`src/rtl/adc_sample_avg.sv`:
```
// Sliding-window mean over the last 2^LOG2_DEPTH accepted ADC samples.
// Define ADC_AVG_ROUND_EN to round half up instead of truncating the mean.
module adc_sample_avg #(
    parameter int DATA_W     = 16,
    parameter int LOG2_DEPTH = 3
) (
    input  logic              clk,
    input  logic              rst_n,
    input  logic [DATA_W-1:0] sample_in,
    input  logic              sample_valid,
    input  logic              clear,
    output logic [DATA_W-1:0] avg_out,
    output logic              avg_valid,
    output logic              filled
);
    localparam int DEPTH = 1 << LOG2_DEPTH;
    localparam int SUM_W = DATA_W + LOG2_DEPTH;
    localparam logic [LOG2_DEPTH:0]   CNT_ONE  = (LOG2_DEPTH+1)'(1);
    localparam logic [LOG2_DEPTH:0]   CNT_FULL = (LOG2_DEPTH+1)'(DEPTH);
    localparam logic [LOG2_DEPTH-1:0] PTR_ONE  = LOG2_DEPTH'(1);
`ifdef ADC_AVG_ROUND_EN
    localparam logic [SUM_W-1:0]      HALF     = SUM_W'(DEPTH/2);
`endif

    typedef enum logic [1:0] {EMPTY, FILL, RUN} state_t;

    state_t                  state;
    logic [DATA_W-1:0]       buf_q [DEPTH];
    logic [LOG2_DEPTH-1:0]   wr_ptr;
    logic [SUM_W-1:0]        sum;
    logic [LOG2_DEPTH:0]     fill_cnt;
    logic [SUM_W-1:0]        sum_next;
    logic [LOG2_DEPTH:0]     cnt_next;
    logic [DATA_W-1:0]       avg_next;

    // Evicted entry is subtracted back out; buffer starts zeroed so the
    // fill phase needs no special case.
    always_comb begin
        sum_next = sum + SUM_W'(sample_in) - SUM_W'(buf_q[wr_ptr]);
`ifdef ADC_AVG_ROUND_EN
        avg_next = DATA_W'((sum_next + HALF) >> LOG2_DEPTH);
`else
        avg_next = DATA_W'(sum_next >> LOG2_DEPTH);
`endif
        cnt_next = fill_cnt + CNT_ONE;
    end

    always_ff @(posedge clk or negedge rst_n) begin
        if (!rst_n) begin
            for (int i = 0; i < DEPTH; i++) buf_q[i] <= '0;
            wr_ptr    <= '0;
            sum       <= '0;
            fill_cnt  <= '0;
            state     <= EMPTY;
            avg_out   <= '0;
            avg_valid <= 1'b0;
            filled    <= 1'b0;
        end else begin
            avg_valid <= 1'b0;
            if (clear) begin
                for (int i = 0; i < DEPTH; i++) buf_q[i] <= '0;
                wr_ptr   <= '0;
                sum      <= '0;
                fill_cnt <= '0;
                state    <= EMPTY;
                filled   <= 1'b0;
            end else if (sample_valid) begin
                buf_q[wr_ptr] <= sample_in;
                wr_ptr        <= wr_ptr + PTR_ONE;
                sum           <= sum_next;
                case (state)
                    EMPTY, FILL: begin
                        fill_cnt <= cnt_next;
                        if (cnt_next == CNT_FULL) begin
                            state     <= RUN;
                            filled    <= 1'b1;
                            avg_valid <= 1'b1;
                            avg_out   <= avg_next;
                        end else begin
                            state <= FILL;
                        end
                    end
                    RUN: begin
                        avg_valid <= 1'b1;
                        avg_out   <= avg_next;
                    end
                    default: state <= EMPTY;
                endcase
            end
        end
    end
endmodule

```
`config.mk`:
```
export PLATFORM = sky130hd
export DESIGN_NAME = adc_sample_avg
export DESIGN_NICKNAME = d
export VERILOG_FILES = /design/src/rtl/adc_sample_avg.sv
export SDC_FILE = /design/constraint.sdc
export NUM_CORES = 1
export LEC_CHECK = 0
export BUFFER_PORTS_ARGS = -buffer_cell sky130_fd_sc_hd__clkbuf_2
export CAP_MARGIN = 20
export CELL_PAD_IN_SITES_DETAIL_PLACEMENT = 1
export CELL_PAD_IN_SITES_GLOBAL_PLACEMENT = 1
export CORE_MARGIN = 2
export CORE_UTILIZATION = 30
export CTS_BUF_LIST = sky130_fd_sc_hd__clkbuf_4 sky130_fd_sc_hd__clkbuf_8
export CTS_CLUSTER_DIAMETER = 30
export DETAILED_ROUTE_END_ITERATION = 8
export PLACE_DENSITY_LB_ADDON = 0.08
export SKIP_CTS_REPAIR_TIMING = 1
export SLEW_MARGIN = 0
export SYNTH_ARGS = -nofsm -noshare
export SYNTH_HDL_FRONTEND = slang
export SYNTH_SLANG_ARGS = --single-unit
```
`constraint.sdc`:
```
create_clock -name clk -period 6.54 [get_ports clk]
set_input_delay 0.327 -clock clk [delete_from_list [all_inputs] [get_ports clk]]
set_output_delay 0.327 -clock clk [all_outputs]
set_load 0.05 [all_outputs]
```
Word-level counts from Yosys, hierarchy flattened
Cells that the tools add are included.
{"block": "word_totals", "inputBits": 20, "ff_bits": 174}
{"block": "op_classes", "mux": 29, "eq_ne": 5, "n_bitwise": 2, "order_cmp": 2, "addsub": 4, "reduce_logical": 11}
{"cell": "128-bit two-way mux", "count": 2}
{"cell": "128-bit bitwise mux", "count": 1}
{"cell": "16-bit two-way mux", "count": 4}
{"cell": "16-bit binary-select mux with 3-bit select", "count": 1}
{"cell": "16-bit demux with 3-bit select", "count": 1}
{"cell": "19-bit two-way mux", "count": 2}
{"cell": "16-bit one-hot mux with 2 select lines", "count": 1}
{"cell": "19-bit by 16-bit adder with 19-bit output", "count": 1}
{"cell": "19-bit by 16-bit subtractor with 19-bit output", "count": 1}
{"cell": "4-bit two-way mux", "count": 3}
{"cell": "2-bit nonzero test", "count": 4}
{"cell": "1-bit two-way mux", "count": 7}
{"cell": "2-bit two-way mux", "count": 3}
{"cell": "3-bit two-way mux", "count": 2}
{"cell": "4-bit by 1-bit adder with 4-bit output (second input constant)", "count": 1}
{"cell": "4-bit equality test (second input constant)", "count": 1}
{"cell": "4-bit greater-or-equal comparator (second input constant)", "count": 1}
{"cell": "4-bit by 1-bit < comparator with 1-bit output (second input constant)", "count": 1}
{"cell": "2-bit inequality test (second input constant)", "count": 2}
{"cell": "3-bit NOT with 4-bit output", "count": 1}
{"cell": "2-bit one-hot mux with 2 select lines", "count": 1}
{"cell": "2-bit AND reduction", "count": 2}
{"cell": "4-bit AND reduction", "count": 1}
{"cell": "3-bit by 1-bit adder with 3-bit output (second input constant)", "count": 1}
{"cell": "8 further kinds", "count": 8}

Longest topological paths before layout
{"block": "depth", "word_depth": 8, "ltp_mapped": 18, "ltp_nobuf": 15}

Least setup slack after synthesis
Ideal clock, no wire load.
{"block": "synth_timing", "path_type": "reg2reg", "from": "reg wr_ptr[0]", "to": "reg sum[18]", "arrival_ps": 4139, "required_time_ps": 6415, "slack_ps": 2277, "path_buffers": 2, "path_stages_with_launch": 16, "cell_sequence": "dfrtp_1 > clkbuf_1 > buf_1 > mux2_2 > a22oi_1 > nand2_1 > o21ai_0 > o21ai_0 > fa_1 > fa_1 > and2b_1 > o2111ai_2 > a2111oi_4 > nor3_1 > o31ai_1 > mux2_2"}
{"block": "synth_between", "elab_chain_cells": 7}
{"element": "start, declared", "line": "29", "rtl": "logic [LOG2_DEPTH-1:0] wr_ptr;"}
{"element": "start signal, assigned", "line": "69", "rtl": "wr_ptr <= wr_ptr + PTR_ONE;"}
{"element": "3-bit NOT with 4-bit output (not written as such)", "line": "39", "rtl": "sum_next = sum + SUM_W'(sample_in) - SUM_W'(buf_q[wr_ptr]);"}
{"element": "16-bit binary-select mux with 3-bit select", "line": "39"}
{"element": "16-bit two-way mux (not written as such) (2 in a row)", "line": "39"}
{"element": "19-bit by 16-bit subtractor with 19-bit output", "line": "39"}
{"element": "19-bit two-way mux", "line": "67", "rtl": "end else if (sample_valid) begin"}
{"element": "19-bit two-way mux", "line": "60", "rtl": "if (clear) begin"}
{"element": "end signal, assigned", "line": "70", "rtl": "sum <= sum_next;"}
{"element": "end, declared", "line": "30", "rtl": "logic [SUM_W-1:0] sum;"}
Every way passes these cells. The select of a mux whose other input is x is not followed.
A chain may end at the register's enable or synchronous reset.

Worst setup path after layout
{"block": "layout_timing", "from": "reg wr_ptr[2]", "to": "reg sum[18]"}
The elaborated chain is that of the path after synthesis.

==> results.cfg <==
[grt]
gr-usage-met2_pct = 34.2
grt_pass1_vias = 8410
grt_use_met1_pct = 31.3
grt_use_total_pct = 21.6
top_usage_layer = met2
grt_max_degree = 113
grt_overflow = 0
grt_antenna_before_repair = 0
grt_pass1_wl_um = 54200
use_met3_pct = 2.50

[timing]
finalHoldViolCount = 14
slew_headroom_pct = 25.0
timing.setup.tns_ns = 0
finalCritPeriodShare_pct = 77.1
rsz0062_at_grt = false
setup_viol = 0
skew_ns = 0.0184
fmax_ghz = 0.198
worst_pin_slew_ns = 1.12
period_needed_ns = 5.04
holdWs_ns = -0.0119
maxSlewViolCount = 0

[setup_path]
critPathSlowestCell = dfrtp_2
endpoint_kind = flop
crit_arrival_ns = 5.43
critPathRequiredTime_ns = 6.93
path_delay_family = compound AO/OA/AOI/OAI gates
crit_path_max_fanout = 40
worst-path-buf-inv = 1
worstSetupStartpointType = flop
crit_path_max_incr_delay_ns = 1.05
critical_path.cell_chain = inv_1 > nor2_1 > o2bb2ai_1 > o21ai_0 > o21ai_0 > fa_1 > fa_1 > and2b_1 > o2111ai_2 > a2111oi_4 > nor3_1 > o31ai_1 > mux2_2
critical_path_class = reg -> reg

[yosys]
synth_compound_area_share_pct = 17.5
netlist_area_um2 = 9720
synthAdderAreaFrac_pct = 6.13
synth_ff_type = dfrtp_1
synthDominantCellAreaShare_pct = 44.8
ys_types = 75
synthSimpleGateAreaFrac_pct = 19.0
synthMuxAreaShare_pct = 5.56
ys_top_cells_by_area = dfrtp_1 45%, nand2_1 12%, a21oi_1 7.9%
synthCells = 1119
yosysWarningCount = 0
synthTopCellsByCount = 304 x nand2_1, 174 x dfrtp_1, 154 x a21oi_1
mappedNetlistNets = 1177
synth_seq_cells = 174
synth-edff-count = 0
avgSynthCellArea_um2 = 8.69
synth.most_common_cell = nand2_1
synth_top_family_by_area = simple AND/OR/NAND/NOR gates
synth-xor-area-share_pct = 0.991
seq_area_frac_synth_pct = 44.8
synth_area_leader_cell = dfrtp_1
synthArstFlopShare_pct = 100

[floorplan]
fp-row-count = 65
initial_core_util_pct = 30.7
die_y_um = 184
io_pins = 38
die_width_um = 184
die_area_um2 = 33900
core_area_um2 = 31700

[pwr]
total_power_mw = 3.30
p_leak_nw = 4.58
powerDensity_nw_per_um2 = 312
p_seq_share_pct = 35.9
power_frac_clock_pct = 24.6
power_switching_mw = 1.33
internal_power_mw = 1.97
p_sw_share_pct = 40.4
combPwrFrac_pct = 39.6
ir_drop_uv = 129

[clock_tree]
clock_sinks = 174
cts_buffers = 17
htreeDepth = 4
clock-root-buffer = clkbuf_8
clk_path_buf_depth = 2
clk_pin_slew_ns = 0.11
insertion_delay_ns = 0.51
cts_tree = built

[place]
io_buffer_count = 37
hpwl_um = 22700
gp_congestion = 0.809
placed_cell_area_um2 = 10200

[hold_path]
hold_class = in -> async

[route]
post_drt_via_cell_ratio = 5.26
wl_um = 34700
vias = 7997
drc_errors = 0
drt_pass1_iterations = 5
drtIter0Drc = 546
wire_per_inst_um = 22.8
antenna_left = 0

[status]
outcome = complete, but fails checks
violations = hold timing

[final_layout]
fin_area_um2 = 10600
layout.nets = 1163
drive_above_1_share_pct = 11.4
synthToLayoutAreaGrowth_pct = 8.93

[flow_run]
drv_cap = 0
==> stage by stage <==
step	worst slack (ns)	cells	hold slack [ns]	util [%]
2_1_floorplan	2.28	1119	0.0314	-
3_3_place_gp	1.65	1488	0.466	32.1
3_5_place_dp	1.54	1488	0.469	32.1
4_1_cts	1.51	1520	0.00376	33.4
5_1_grt	1.10	1520	0.0571	33.4
6_report	1.50	1521	-0.0119	33.4
==> state kept, by name, indices dropped and copies added (netlist names) <==
signal     flops
state          2
sum           19
buf_q        128
avg_valid      1
wr_ptr         3
fill_cnt       4
avg_out       16
filled         1
==> layer usage <==
metal / wire, um / part of all wire (%) / up-vias
li1: - / - / 3735
met1: 17100 / 49 / 4112
met2: 16100 / 47 / 127
met3: 986 / 2.8 / 23
met4: 475 / 1.4 / 0
met5: 0 / 0 / -
==> area by class of cell <==
cell class / instances / area [um2]
repair buffers: 52 / 309
diodes: 1 / 2.50
multi-input cells: 799 / 4800
inverters: 61 / 229
clock inverters: 10 / 115
clock buffers: 22 / 278
flip-flops and latches: 174 / 4360
well taps: 402 / 503
fillers: 3724 / 21100
==> power by group through the flow <==
stage	clock, mW	combinational (mW)	sequential (mW)
after floorplan	0	0.947	1.18
after global placement	0	1.29	1.20
after detailed placement	0	1.30	1.20
after CTS	0.832	1.31	1.18
after global routing	0.862	1.46	1.19
final	0.811	1.31	1.18
==> final timing paths <==
kind,endpoint,slack [ns],from,depth (start not counted)
min in group clk,buf_q[36],0.18,sample_in[4],3
worst min register to register,avg_out[2],0.49,avg_out[2],2
worst max register to register,sum[18],1.50,wr_ptr[2],13
max in group asynchronous,wr_ptr[1],4.98,rst_n,2
worst min-delay path,buf_q[114],-0.01,rst_n,1
worst max-delay path,sum[18],1.50,wr_ptr[2],13
==> cells by family (layout without fill, tap and decap cells) <==
logic type               Yosys count  in the layout
other                              0              1
buffers and inverters            146            145
multiplexers                      45             45
AO/OA/AOI/OAI                    272            272
adder cells (fa/ha/maj)           38             38
XOR/XNOR                          11             11
AND/OR/NAND/NOR                  433            433
flip-flops                       174            174
==> cells in the final DEF, fill, tap and decap left out, types with 4 or more instances in the layout <==
master	count
a21o_1	10
a21oi_1	154
a221o_1	6
a221oi_1	9
a22o_1	5
a22oi_1	10
and2_1	7
and3_1	4
buf_4	16
clkbuf_2	35
clkbuf_4	4
clkbuf_8	19
dfrtp_1	171
fa_1	16
ha_1	22
inv_1	60
mux2_2	12
mux2i_1	27
mux4_2	6
nand2_1	304
nand2b_1	12
nand3_1	17
nand4_1	4
nor2_1	46
nor2b_1	7
nor3_1	5
o211ai_1	6
o21ai_0	24
o31ai_1	5
or3_1	4
xnor2_1	4
xor2_1	7
Power figures use the tool's default switching activity.
